**src/rtl/ctrl_pipe_stage_pkg.sv**
```systemverilog
// Shared definitions for the control-bundle pipeline.
// Bundle layout, LSB first: mem_write, mem_read, mem_to_reg, reg_write, alu_src,
// alu_op[ALUOP_W], rd[RD_W]. A bubble is the all-zero bundle.
package ctrl_pipe_stage_pkg;

  localparam int unsigned MEMWR_BIT   = 0;
  localparam int unsigned MEMRD_BIT   = 1;
  localparam int unsigned MEM2REG_BIT = 2;
  localparam int unsigned REGWR_BIT   = 3;
  localparam int unsigned ALUSRC_BIT  = 4;
  localparam int unsigned ALUOP_OFS   = 5;

  // Total bundle width for the given field widths
  function automatic int unsigned ctrl_w(input int unsigned rd_w, input int unsigned aluop_w);
    return rd_w + aluop_w + 5;
  endfunction

  // Bit offset of the rd field
  function automatic int unsigned rd_ofs(input int unsigned aluop_w);
    return ALUOP_OFS + aluop_w;
  endfunction

  localparam int unsigned                    CTRL_W_DEF  = ctrl_w(5, 2);
  localparam logic [CTRL_W_DEF-1:0]          CTRL_BUBBLE = '0;

endpackage

```
**src/rtl/ctrl_pipe_stage_if.sv**
```systemverilog
// ID-side bundle between the decoder (master) and the control pipeline (slave).
interface ctrl_pipe_stage_if
  import ctrl_pipe_stage_pkg::*;
#(
  parameter int unsigned RD_W    = 5,
  parameter int unsigned ALUOP_W = 2
) ();

  localparam int unsigned CTRL_W = ctrl_w(RD_W, ALUOP_W);

  logic              id_valid;
  logic [CTRL_W-1:0] id_ctrl;
  logic [RD_W-1:0]   id_rs1;
  logic [RD_W-1:0]   id_rs2;
  logic [1:0]        id_rs_used;
  logic              hazard;
  logic              ifid_hold;

  modport master (
    output id_valid, id_ctrl, id_rs1, id_rs2, id_rs_used,
    input  hazard, ifid_hold
  );

  modport slave (
    input  id_valid, id_ctrl, id_rs1, id_rs2, id_rs_used,
    output hazard, ifid_hold
  );

endinterface

```
**src/rtl/ctrl_pipe_stage_hazard.sv**
```systemverilog
// Load-use hazard detect: a valid load in stage 0 whose nonzero rd is read by ID.
module ctrl_pipe_stage_hazard
  import ctrl_pipe_stage_pkg::*;
#(
  parameter int unsigned RD_W = 5
) (
  input  logic            id_valid_i,
  input  logic            flush_i,
  input  logic            valid0_i,
  input  logic            mem_read0_i,
  input  logic [RD_W-1:0] rd0_i,
  input  logic [RD_W-1:0] rs1_i,
  input  logic [RD_W-1:0] rs2_i,
  input  logic [1:0]      rs_used_i,
  output logic            hazard_o
);

  logic w_rs1_hit;
  logic w_rs2_hit;

  assign w_rs1_hit = rs_used_i[0] & (rd0_i == rs1_i);
  assign w_rs2_hit = rs_used_i[1] & (rd0_i == rs2_i);

  // x0 is never a real destination, so a load into it cannot create a dependency
  assign hazard_o = id_valid_i & ~flush_i & valid0_i & mem_read0_i & (rd0_i != '0) &
                    (w_rs1_hit | w_rs2_hit);

endmodule

```
**src/rtl/ctrl_pipe_stage.sv**
```systemverilog
// Control-bundle pipeline: NUM_STAGES registered stages after ID (stage 0 = EX) with load-use
// bubble insertion, external freeze and front-end flush.
// Optional macro CTRL_PERF_CNT_EN adds saturating stall/bubble counters; otherwise they read 0.
module ctrl_pipe_stage
  import ctrl_pipe_stage_pkg::*;
#(
  parameter  int unsigned NUM_STAGES = 3,
  parameter  int unsigned RD_W       = 5,
  parameter  int unsigned ALUOP_W    = 2,
  parameter  int unsigned CNT_W      = 32,
  localparam int unsigned CTRL_W     = ctrl_w(RD_W, ALUOP_W)
) (
  input  logic                         clk_i,
  input  logic                         rst_i,
  ctrl_pipe_stage_if.slave             id_if,
  input  logic                         stall_i,
  input  logic                         flush_i,
  output logic [NUM_STAGES*CTRL_W-1:0] stage_ctrl_o,
  output logic [NUM_STAGES-1:0]        stage_valid_o,
  output logic [CNT_W-1:0]             stall_cnt_o,
  output logic [CNT_W-1:0]             bubble_cnt_o
);

  localparam int unsigned RD_OFS = rd_ofs(ALUOP_W);

  logic [CTRL_W-1:0] r_ctrl  [NUM_STAGES];
  logic              r_valid [NUM_STAGES];
  logic              w_hazard;
  logic              w_hold;

  ctrl_pipe_stage_hazard #(
    .RD_W (RD_W)
  ) u_hazard (
    .id_valid_i  (id_if.id_valid),
    .flush_i     (flush_i),
    .valid0_i    (r_valid[0]),
    .mem_read0_i (r_ctrl[0][MEMRD_BIT]),
    .rd0_i       (r_ctrl[0][RD_OFS +: RD_W]),
    .rs1_i       (id_if.id_rs1),
    .rs2_i       (id_if.id_rs2),
    .rs_used_i   (id_if.id_rs_used),
    .hazard_o    (w_hazard)
  );

  assign w_hold          = w_hazard | stall_i;
  assign id_if.hazard    = w_hazard;
  assign id_if.ifid_hold = w_hold;

  // Stage 0 priority: flush beats freeze, freeze beats hazard bubble, else accept ID
  always_ff @(posedge clk_i) begin
    if (rst_i) begin
      r_ctrl[0]  <= '0;
      r_valid[0] <= 1'b0;
    end else if (flush_i) begin
      r_ctrl[0]  <= '0;
      r_valid[0] <= 1'b0;
    end else if (stall_i) begin
      r_ctrl[0]  <= r_ctrl[0];
      r_valid[0] <= r_valid[0];
    end else if (w_hazard || !id_if.id_valid) begin
      r_ctrl[0]  <= '0;
      r_valid[0] <= 1'b0;
    end else begin
      r_ctrl[0]  <= id_if.id_ctrl;
      r_valid[0] <= 1'b1;
    end
  end

  for (genvar k = 1; k < NUM_STAGES; k++) begin : g_stage
    // Downstream stages advance unless the whole chain is frozen
    always_ff @(posedge clk_i) begin
      if (rst_i) begin
        r_ctrl[k]  <= '0;
        r_valid[k] <= 1'b0;
      end else if (!stall_i) begin
        r_ctrl[k]  <= r_ctrl[k-1];
        r_valid[k] <= r_valid[k-1];
      end
    end
  end

  for (genvar k = 0; k < NUM_STAGES; k++) begin : g_out
    assign stage_ctrl_o[k*CTRL_W +: CTRL_W] = r_ctrl[k];
    assign stage_valid_o[k]                 = r_valid[k];
  end

`ifdef CTRL_PERF_CNT_EN
  logic [CNT_W-1:0] r_stall_cnt;
  logic [CNT_W-1:0] r_bubble_cnt;
  logic             w_bubble_ins;

  // Invalid-ID bubbles are not counted; only flush- and hazard-inserted ones
  assign w_bubble_ins = flush_i | (~stall_i & w_hazard);

  // Saturating performance counters
  always_ff @(posedge clk_i) begin
    if (rst_i) begin
      r_stall_cnt  <= '0;
      r_bubble_cnt <= '0;
    end else begin
      if (w_hold && (r_stall_cnt != '1)) begin
        r_stall_cnt <= r_stall_cnt + CNT_W'(1);
      end
      if (w_bubble_ins && (r_bubble_cnt != '1)) begin
        r_bubble_cnt <= r_bubble_cnt + CNT_W'(1);
      end
    end
  end

  assign stall_cnt_o  = r_stall_cnt;
  assign bubble_cnt_o = r_bubble_cnt;
`else
  assign stall_cnt_o  = '0;
  assign bubble_cnt_o = '0;
`endif

endmodule

```
**src/flat_wrapper.sv**
```systemverilog
// flat-port wrapper written by rule: the top's interface ports become plain ports
module ctrl_pipe_stage_flat import ctrl_pipe_stage_pkg::*;
#(
  parameter  int unsigned NUM_STAGES = 3,
  parameter  int unsigned RD_W       = 5,
  parameter  int unsigned ALUOP_W    = 2,
  parameter  int unsigned CNT_W      = 32,
  localparam int unsigned CTRL_W     = ctrl_w(RD_W, ALUOP_W)
)
  (clk_i, rst_i, stall_i, flush_i, stage_ctrl_o, stage_valid_o, stall_cnt_o, bubble_cnt_o, id_if_id_valid, id_if_id_ctrl, id_if_id_rs1, id_if_id_rs2, id_if_id_rs_used, id_if_hazard, id_if_ifid_hold);
  ctrl_pipe_stage_if #(.RD_W(RD_W), .ALUOP_W(ALUOP_W)) id_if_i ();
  input  logic clk_i;
  input  logic rst_i;
  input  logic stall_i;
  input  logic flush_i;
  output logic [NUM_STAGES*CTRL_W-1:0] stage_ctrl_o;
  output logic [NUM_STAGES-1:0] stage_valid_o;
  output logic [CNT_W-1:0] stall_cnt_o;
  output logic [CNT_W-1:0] bubble_cnt_o;
  input wire logic [$bits(id_if_i.id_valid)-1:0] id_if_id_valid;
  input wire logic [$bits(id_if_i.id_ctrl)-1:0] id_if_id_ctrl;
  input wire logic [$bits(id_if_i.id_rs1)-1:0] id_if_id_rs1;
  input wire logic [$bits(id_if_i.id_rs2)-1:0] id_if_id_rs2;
  input wire logic [$bits(id_if_i.id_rs_used)-1:0] id_if_id_rs_used;
  output wire logic [$bits(id_if_i.hazard)-1:0] id_if_hazard;
  output wire logic [$bits(id_if_i.ifid_hold)-1:0] id_if_ifid_hold;
  assign id_if_i.id_valid = id_if_id_valid;
  assign id_if_i.id_ctrl = id_if_id_ctrl;
  assign id_if_i.id_rs1 = id_if_id_rs1;
  assign id_if_i.id_rs2 = id_if_id_rs2;
  assign id_if_i.id_rs_used = id_if_id_rs_used;
  assign id_if_hazard = id_if_i.hazard;
  assign id_if_ifid_hold = id_if_i.ifid_hold;
  ctrl_pipe_stage #(.NUM_STAGES(NUM_STAGES), .RD_W(RD_W), .ALUOP_W(ALUOP_W), .CNT_W(CNT_W)) u_core (.clk_i(clk_i), .rst_i(rst_i), .id_if(id_if_i), .stall_i(stall_i), .flush_i(flush_i), .stage_ctrl_o(stage_ctrl_o), .stage_valid_o(stage_valid_o), .stall_cnt_o(stall_cnt_o), .bubble_cnt_o(bubble_cnt_o));
endmodule
```
**config.mk**
```make
export PLATFORM = sky130hd
export DESIGN_NAME = ctrl_pipe_stage_flat
export DESIGN_NICKNAME = d
export VERILOG_FILES = /design/src/rtl/ctrl_pipe_stage_pkg.sv /design/src/rtl/ctrl_pipe_stage_if.sv /design/src/rtl/ctrl_pipe_stage_hazard.sv /design/src/rtl/ctrl_pipe_stage.sv /design/src/flat_wrapper.sv
export SDC_FILE = /design/constraint.sdc
export NUM_CORES = 1
export LEC_CHECK = 0
export ABC_CLOCK_PERIOD_IN_PS = 4200
export CAP_MARGIN = 10
export CORE_UTILIZATION = 40
export DETAILED_ROUTE_END_ITERATION = 10
export PLACE_DENSITY = 0.85
export SLEW_MARGIN = 20
export SYNTH_ARGS = -nofsm -noshare
export SYNTH_HDL_FRONTEND = slang
export SYNTH_SLANG_ARGS = --single-unit
```
**constraint.sdc**
```tcl
create_clock -name clk_i -period 4.2 [get_ports clk_i]
set_clock_uncertainty 0.2 [all_clocks]
set_input_delay 1.05 -clock clk_i [delete_from_list [all_inputs] [get_ports clk_i]]
set_output_delay 1.05 -clock clk_i [all_outputs]
set_load 0.1 [all_outputs]
```
# Yosys cells after proc, flatten, opt, wreduce, memory -nomap -nowiden
# Memories as Yosys holds them, arrays and structs flattened.
# Cells that the tools add are included.
dict set report word_totals {
  reg_bits 0
  mem_bits_rw 39
  inputBits 29
  output_inout_bits 105
  word_cells 63
  memories 2
}
# name words width read_ports rd_ports_with_merged_regs wr line_no
set memory_table {}
lappend memory_table {u_core.r_ctrl 3 12 3 0 3 ctrl_pipe_stage.sv:26} ;# logic [CTRL_W-1:0] r_ctrl [NUM_STAGES];
lappend memory_table {u_core.r_valid 3 1 3 0 3 ctrl_pipe_stage.sv:27} ;# logic r_valid [NUM_STAGES];
dict set report op_classes {
  n_eq_ne 2
  mux 34
  bitwise_logic 22
  n_reduce_logical 3
}
# cell n
set ops {}
lappend ops {{two-way mux 12 bit} 6}
lappend ops {{two-way mux 1 bit} 28}
lappend ops {{bitwise OR 1 bit} 14}
lappend ops {{== test 5 bit} 2}
lappend ops {{AND 1 bit} 7}
lappend ops {{nonzero test 5 bit} 1}
lappend ops {{zero test 1 bit} 1}
lappend ops {{logical OR 1 bit} 1}
lappend ops {{NOT 1 bit} 1}

# Longest topological paths before layout
# Gate-level depths: netlist of the first run.
dict set report logic_depth {
  word_depth 14
  mapped_depth 5
  mapped_depth_nobuf 4
}

# By module
# From an unflattened synthesis of the first run, not the netlist that was laid out.
dict set report hier_totals {
  hier_cells 179
  area_unflattened_um2 2190.9
}
# module instances cells_per_inst area_each_um2 seq_area_each_um2
set by_module_without_submodules {}
lappend by_module_without_submodules {ctrl_pipe_stage 1 161 2048.2 1171.1}
lappend by_module_without_submodules {ctrl_pipe_stage_hazard 1 18 142.6 0.0}

# Worst setup path after synthesis of the first run
# No wires, ideal clock.
dict set report synth_path {
  path_type {flip-flop to output port}
  start {memory u_core.r_ctrl[0][8] (netlist name)}
  end {output port id_if_hazard}
  arrival_ps 2374
  t_required_ps 2950
  slack_ps 576
  stages_incl_launch_ff 5
  n_path_buf 0
  cell_sequence {edfxtp_1 xnor2_1 nand4_1 o22ai_2 and2_1}
}
# item line_no
set synth_lines {}
lappend synth_lines {{from (decl)} ctrl_pipe_stage.sv:26}
lappend synth_lines {{to (decl)} flat_wrapper.sv:25} ;# output wire logic [$bits(id_if_i.hazard)-1:0] id_if_hazard;

# Worst setup path after layout of the first run
dict set report layout_path {
  start {input port id_if_id_rs1[1]}
  end {output port id_if_hazard}
}
dict set report layout_via {
  elab_chain_len 4
}
# item line_no
set layout_rtl {}
lappend layout_rtl {{from (decl)} flat_wrapper.sv:22} ;# input wire logic [$bits(id_if_i.id_rs1)-1:0] id_if_id_rs1;
lappend layout_rtl {{== test 5 bit} ctrl_pipe_stage_hazard.sv:21} ;# assign w_rs1_hit = rs_used_i[0] & (rd0_i == rs1_i);
lappend layout_rtl {{AND 1 bit} ctrl_pipe_stage_hazard.sv:21}
lappend layout_rtl {{bitwise OR 1 bit} ctrl_pipe_stage_hazard.sv:26} ;# (w_rs1_hit | w_rs2_hit);
lappend layout_rtl {{AND 1 bit} ctrl_pipe_stage_hazard.sv:25} ;# assign hazard_o = id_valid_i & ~flush_i & valid0_i & mem_read0_i & (rd0_i != '0) &
# Every way passes these cells.

==> flow_metrics.tcl, run 1 <==
set metrics [dict create \
    slew_headroom 0.333 \
    htree_levels 2 \
    min_period_over_period 0.885 \
    post-cts-setup-buffers 0 \
    synth_cell_types 21 \
    routed_wl_um 4030 \
    outcome "finished, final reports clean" \
    fmax_mhz 269 \
    start_util 0.425 \
    layout-drive-gt1-share 0.0568 \
    antenna_found_initial 0 \
    grt_max_degree 28 \
    cap_violations 0 \
    critical_path_peak_fanout 3 \
    cts_buffers 5 \
    ioPinCount 134 \
    viasPerCell 4.03 \
    worst_pin_slew_ns 0.997 \
    crit_buf_inv 2 \
    die_w_um 76.3 \
    final_util 0.539 \
    dr.pass1.iters 4 \
    yosysWarnings 0 \
    clkTransAtPathRegs_ns 0.07 \
    cts_tree "built" \
    num_antenna_cells 0 \
    clk_latency_ns 0.29 \
    cts_root_buffer "clkbuf_8" \
    cts_sinks 39 \
    slowest_stage "clkdlybuf4s50_1" \
    holdWs_ns 0.349 \
    track_usage 0.135 \
    postSynthCellCount 194 \
    synth_common_cells "buf_4, edfxtp_1, and2_1, nand2_1, a21oi_1" \
    critPathKind "in -> out" \
    gp_congestion 0.794 \
    cp.required_ns 2.95 \
    dieArea_mm2 0.00583 \
    rows 26 \
    syn_to_final_growth_pct 27.0 \
    drv_slew 0 \
    ctsHoldBuffers 0 \
    finalSetupViolations 0 \
    hold_viol 0 \
    cp-start-kind "input port" \
    drt_iter0_markers 42 \
    synth_top_area_cell "edfxtp_1" \
    cp.arrival_ns 2.47 \
    synth-main-ff-cell "edfxtp_1" \
    core-area_mm2 0.00520 \
    dr_total_vias 1347 \
    ys_seq_elements 39 \
    crit_chain "clkdlybuf4s50_1, xnor2_1, nand4_1, o22ai_2, and2_1, buf_12" \
    yosysMostFrequentCell "buf_4" \
    die_h_um 76.3 \
    cp-end-kind "output port" \
    nFillCells 494 \
    cts_max_path_buffers 2 \
    ant_nets 0 \
    synth_edf_count 39 \
    post-route-min-period_ns 3.72 \
    syn-mean-instance-area_um2 11.4 \
    finalNetCount 292 \
    numPortBuffers 69 \
    path_delay_family "buffers and inverters" \
    grt_overflow 0 \
    drcViolationCount 0 \
    rsz0062_at_grt "no" \
    syn_area_mm2 0.00221 \
    critical_path.max_stage_delay_ns 0.47 \
    postSynth.asyncResetShare 0 \
    dp.cells 326 \
    ctsResizeCount 0 \
    synth.area.top_cells "edfxtp_1, buf_4, and2_1, xnor2_1, a21oi_1" \
    hold_path_class "reg -> reg" \
    leakage_nw 1.16 \
    power_density_mw_per_mm2 435 \
    fin_cells 334 \
    grt_pass1_vias 1210 \
    routedWlPerCell_um 12.1 \
    tns_ns 0 \
    grt_pass1_wl_um 5910 \
    ir_drop_mv 0.210 \
    synth_top_area_share 0.530 \
    dp_hpwl_um 3100 \
    seq_area_frac_synth 0.530 \
]
## per-layer routing
layer | track usage | vias up | routed length, µm
met2 | 0.241 | 58 | 2230
met5 | 0 | - | 0
li1 | - | 648 | -
met3 | 0.0299 | 7 | 194
met4 | 0.0615 | 0 | 66
met1 | 0.151 | 634 | 1540
## kinds of logic after synthesis
logic type | count (synthesis) | synth area share
and+or+nand+nor | 51 | 0.132
other | 2 | 0.00340
xor gates and xnor gates | 10 | 0.0396
DFF | 39 | 0.530
AOI/OAI and AO/OA | 17 | 0.0464
buffers and inverters | 75 | 0.248
## final timing paths
path | start | to | slack [ns] | depth (start not counted)
min | u_core.r_ctrl[1][7] | u_core.r_ctrl[2][7] | 0.35 | 1
max reg2reg | u_core.r_ctrl[0][8] | u_core.r_ctrl[0][3] | 2.30 | 5
max | id_if_id_rs1[1] | id_if_hazard | 0.48 | 6
min reg2reg | u_core.r_ctrl[1][7] | u_core.r_ctrl[2][7] | 0.35 | 1
## final cells by class
cell class / instances / area (µm²) / area share
clock inverters: 1 / 5.00 / 0.00178
flip-flops and latches: 39 / 1170 / 0.417
well taps: 70 / 87.6 / 0.0312
repair buffers: 72 / 731 / 0.260
inverters: 2 / 7.51 / 0.00267
clock buffers: 7 / 76.3 / 0.0272
multi-input cells: 143 / 729 / 0.260
## metrics by stage
step	setup WS, ns	instance area [µm²]	power, mW
6_report	0.485	2810	1.22
5_1_grt	0.389	2810	1.26
4_1_cts	0.496	2810	1.23
3_5_place_dp	0.510	2720	0.990
3_3_place_gp	0.491	2720	0.986
2_1_floorplan	0.576	2450	0.959
## state kept, by name (all words and copies together), names as in the netlist
signal          cells
u_core.r_ctrl      36
u_core.r_valid      3
## report_power, final
part / internal, mW / switching, mW / leakage [nW] / total, mW
combinational: 0.0731 / 0.445 / 0.675 / 0.519
clock: 0.116 / 0.124 / 0.0422 / 0.240
sequential: 0.450 / 0.0122 / 0.438 / 0.463
total: 0.640 / 0.581 / 1.16 / 1.22
## layout by cell type, fill, tap and decap left out, drive strengths merged
master	instances
a21o	1
nor2	3
o221ai	1
o22ai	1
nor3	1
buf	6
nand2	15
nand4b	1
clkinv	1
clkdlybuf4s50	66
conb	65
nor4b	1
and2	27
xnor2	10
edfxtp	39
inv	2
clkbuf	7
a2bb2oi	1
a21oi	13
nand4	2
nand2b	1
Note: power is estimated with default switching activity, not from simulation.
==> run 2, diff against run 1 <==
--- a/config.mk
+++ b/config.mk
@@ -7,6 +7,7 @@
 export LEC_CHECK = 0
 export ABC_CLOCK_PERIOD_IN_PS = 4200
 export CAP_MARGIN = 10
+export CORE_ASPECT_RATIO = 1.2
 export CORE_UTILIZATION = 40
 export DETAILED_ROUTE_END_ITERATION = 10
 export PLACE_DENSITY = 0.85
==> run 2 against run 1 <==
Against the previous run:
- non-clock buffer count did not move
- worst hold slack improved by 0.0027 ns
- wire length fell by 9.4%
- setup slack improved by 0.039 ns
- sequential power barely moved
- first-iteration DRC count rose by 14%
- clock-buffer cell count fell by 1
- largest cell class unchanged
- via count fell by 3.9%
- cell count fell by 2.4%
- register-to-register slack improved by 0.06 ns
==> flow_metrics.tcl, run 2 (synthesis results as in run 1) <==
set metrics [dict create \
    outcome "finished, final reports clean" \
    final_util 0.528 \
    die_h_um 83.4 \
    cp.required_ns 2.95 \
    cp.arrival_ns 2.43 \
    r2r-start "u_core.r_ctrl[0][11]" \
    gp_congestion 0.703 \
    leakage_nw 1.15 \
    grt_pass1_wl_um 5630 \
    final_cell_mix "clkdlybuf4s50_1, conb_1, edfxtp_1, and2_1, nand2_1" \
    rsz0062_at_grt "no" \
    cts_tree "built" \
    rows 29 \
    syn_to_final_growth_pct 26.6 \
    ioPinCount 134 \
    ctsResizeCount 0 \
    ant_nets 0 \
    post-route-min-period_ns 3.68 \
    cts_root_buffer "clkbuf_8" \
    num_antenna_cells 0 \
    reg2regPathDepth 5 \
    hold_path_class "reg -> reg" \
    clk_latency_ns 0.28 \
    grt_max_degree 28 \
    post-cts-setup-buffers 0 \
    htree_levels 2 \
    holdPathStages 1 \
    cap_violations 0 \
    grt_pass1_vias 1220 \
    largest-register "u_core.r_ctrl" \
    antenna_found_initial 0 \
    track_usage 0.125 \
    cts_max_path_buffers 2 \
    layout-drive-gt1-share 0.0492 \
    min_from "u_core.r_valid[1]" \
    dr.pass1.iters 4 \
    cp-start-kind "input port" \
    top_regs "u_core.r_ctrl: 36 flops, u_core.r_valid: 3 flops" \
    slew_headroom 0.332 \
    worst_pin_slew_ns 0.999 \
    cts_buffers 5 \
    drcViolationCount 0 \
    cts_sinks 39 \
    fmax_mhz 272 \
    finalNetCount 292 \
    start_util 0.417 \
    crit_start "id_if_id_rs1[4]" \
    grt_overflow 0 \
    ir_drop_mv 0.186 \
    cp-end-kind "output port" \
    dieArea_mm2 0.00583 \
    core-area_mm2 0.00530 \
    dp_hpwl_um 2870 \
    die_w_um 69.9 \
    drv_slew 0 \
    viasPerCell 3.97 \
    dr_total_vias 1295 \
    critical_path_peak_fanout 3 \
    largest_reg_flops 36 \
    routed_wl_um 3650 \
    power_density_mw_per_mm2 433 \
    critPathKind "in -> out" \
    final_common_cell "clkdlybuf4s50_1" \
    ctsHoldBuffers 0 \
    tns_ns 0 \
    clkTransAtPathRegs_ns 0.07 \
    min_period_over_period 0.875 \
    numPortBuffers 69 \
    routedWlPerCell_um 11.2 \
    hold_viol 0 \
    finalSetupViolations 0 \
    drt_iter0_markers 48 \
]
run 2: cell types whose count changed in the layout (fill, tap and decap cells not counted):
cell / previous run / this run
buf_4: 4 / 3
clkbuf_1: 2 / 1
clkdlybuf4s50_1: 66 / 67
clkinv_1: 0 / 2
clkinv_2: 1 / 0
run 2: per-layer routing:
metal  share of wire  track usage  wire [µm]  vias up
met3           0.067       0.0473        246        5
met2            0.55        0.224       2000       67
met4           0.013       0.0382         48        0
li1                -            -          -      647
met1            0.37        0.135       1350      576
met5               0            0          0        -
run 2: path summary, 6_finish.rpt:
path                                             to  slack (ns)
worst max-delay path                   id_if_hazard        0.52
worst min register to register    u_core.r_valid[2]        0.35
worst min-delay path              u_core.r_valid[2]        0.35
worst max register to register  u_core.r_ctrl[0][6]        2.36
run 2: power breakdown:
part           internal [mW]  switching, mW
sequential             0.451         0.0119
clock                  0.113          0.118
combinational         0.0732          0.444
total                  0.637          0.574
run 2: area by class of cell:
type | count | area (µm²)
Clock buffer | 6 | 72.6
Clock inverter | 2 | 7.51
Fill cell | 486 | 2500
Inverter | 2 | 7.51
Multi-Input combinational cell | 143 | 729
Sequential cell | 39 | 1170
Tap cell | 62 | 77.6
Timing Repair Buffer | 72 | 733
run 2: through the flow:
stage	total power, mW	hold WS [ns]	instance area (µm²)	instances	setup WS (ns)
2_1_floorplan	0.959	0.326	2450	257	0.576
3_3_place_gp	0.985	0.331	2720	318	0.565
3_5_place_dp	0.988	0.344	2720	318	0.530
4_1_cts	1.22	0.361	2800	326	0.505
5_1_grt	1.24	0.386	2800	326	0.450
6_report	1.21	0.352	2800	326	0.524
run 2: critical path, cell delays in order:
cell and delay (ns):
clkdlybuf4s50_1 0.47, xnor2_1 0.13, nand4_1 0.16, o22ai_2 0.22, and2_1 0.21, buf_12 0.19
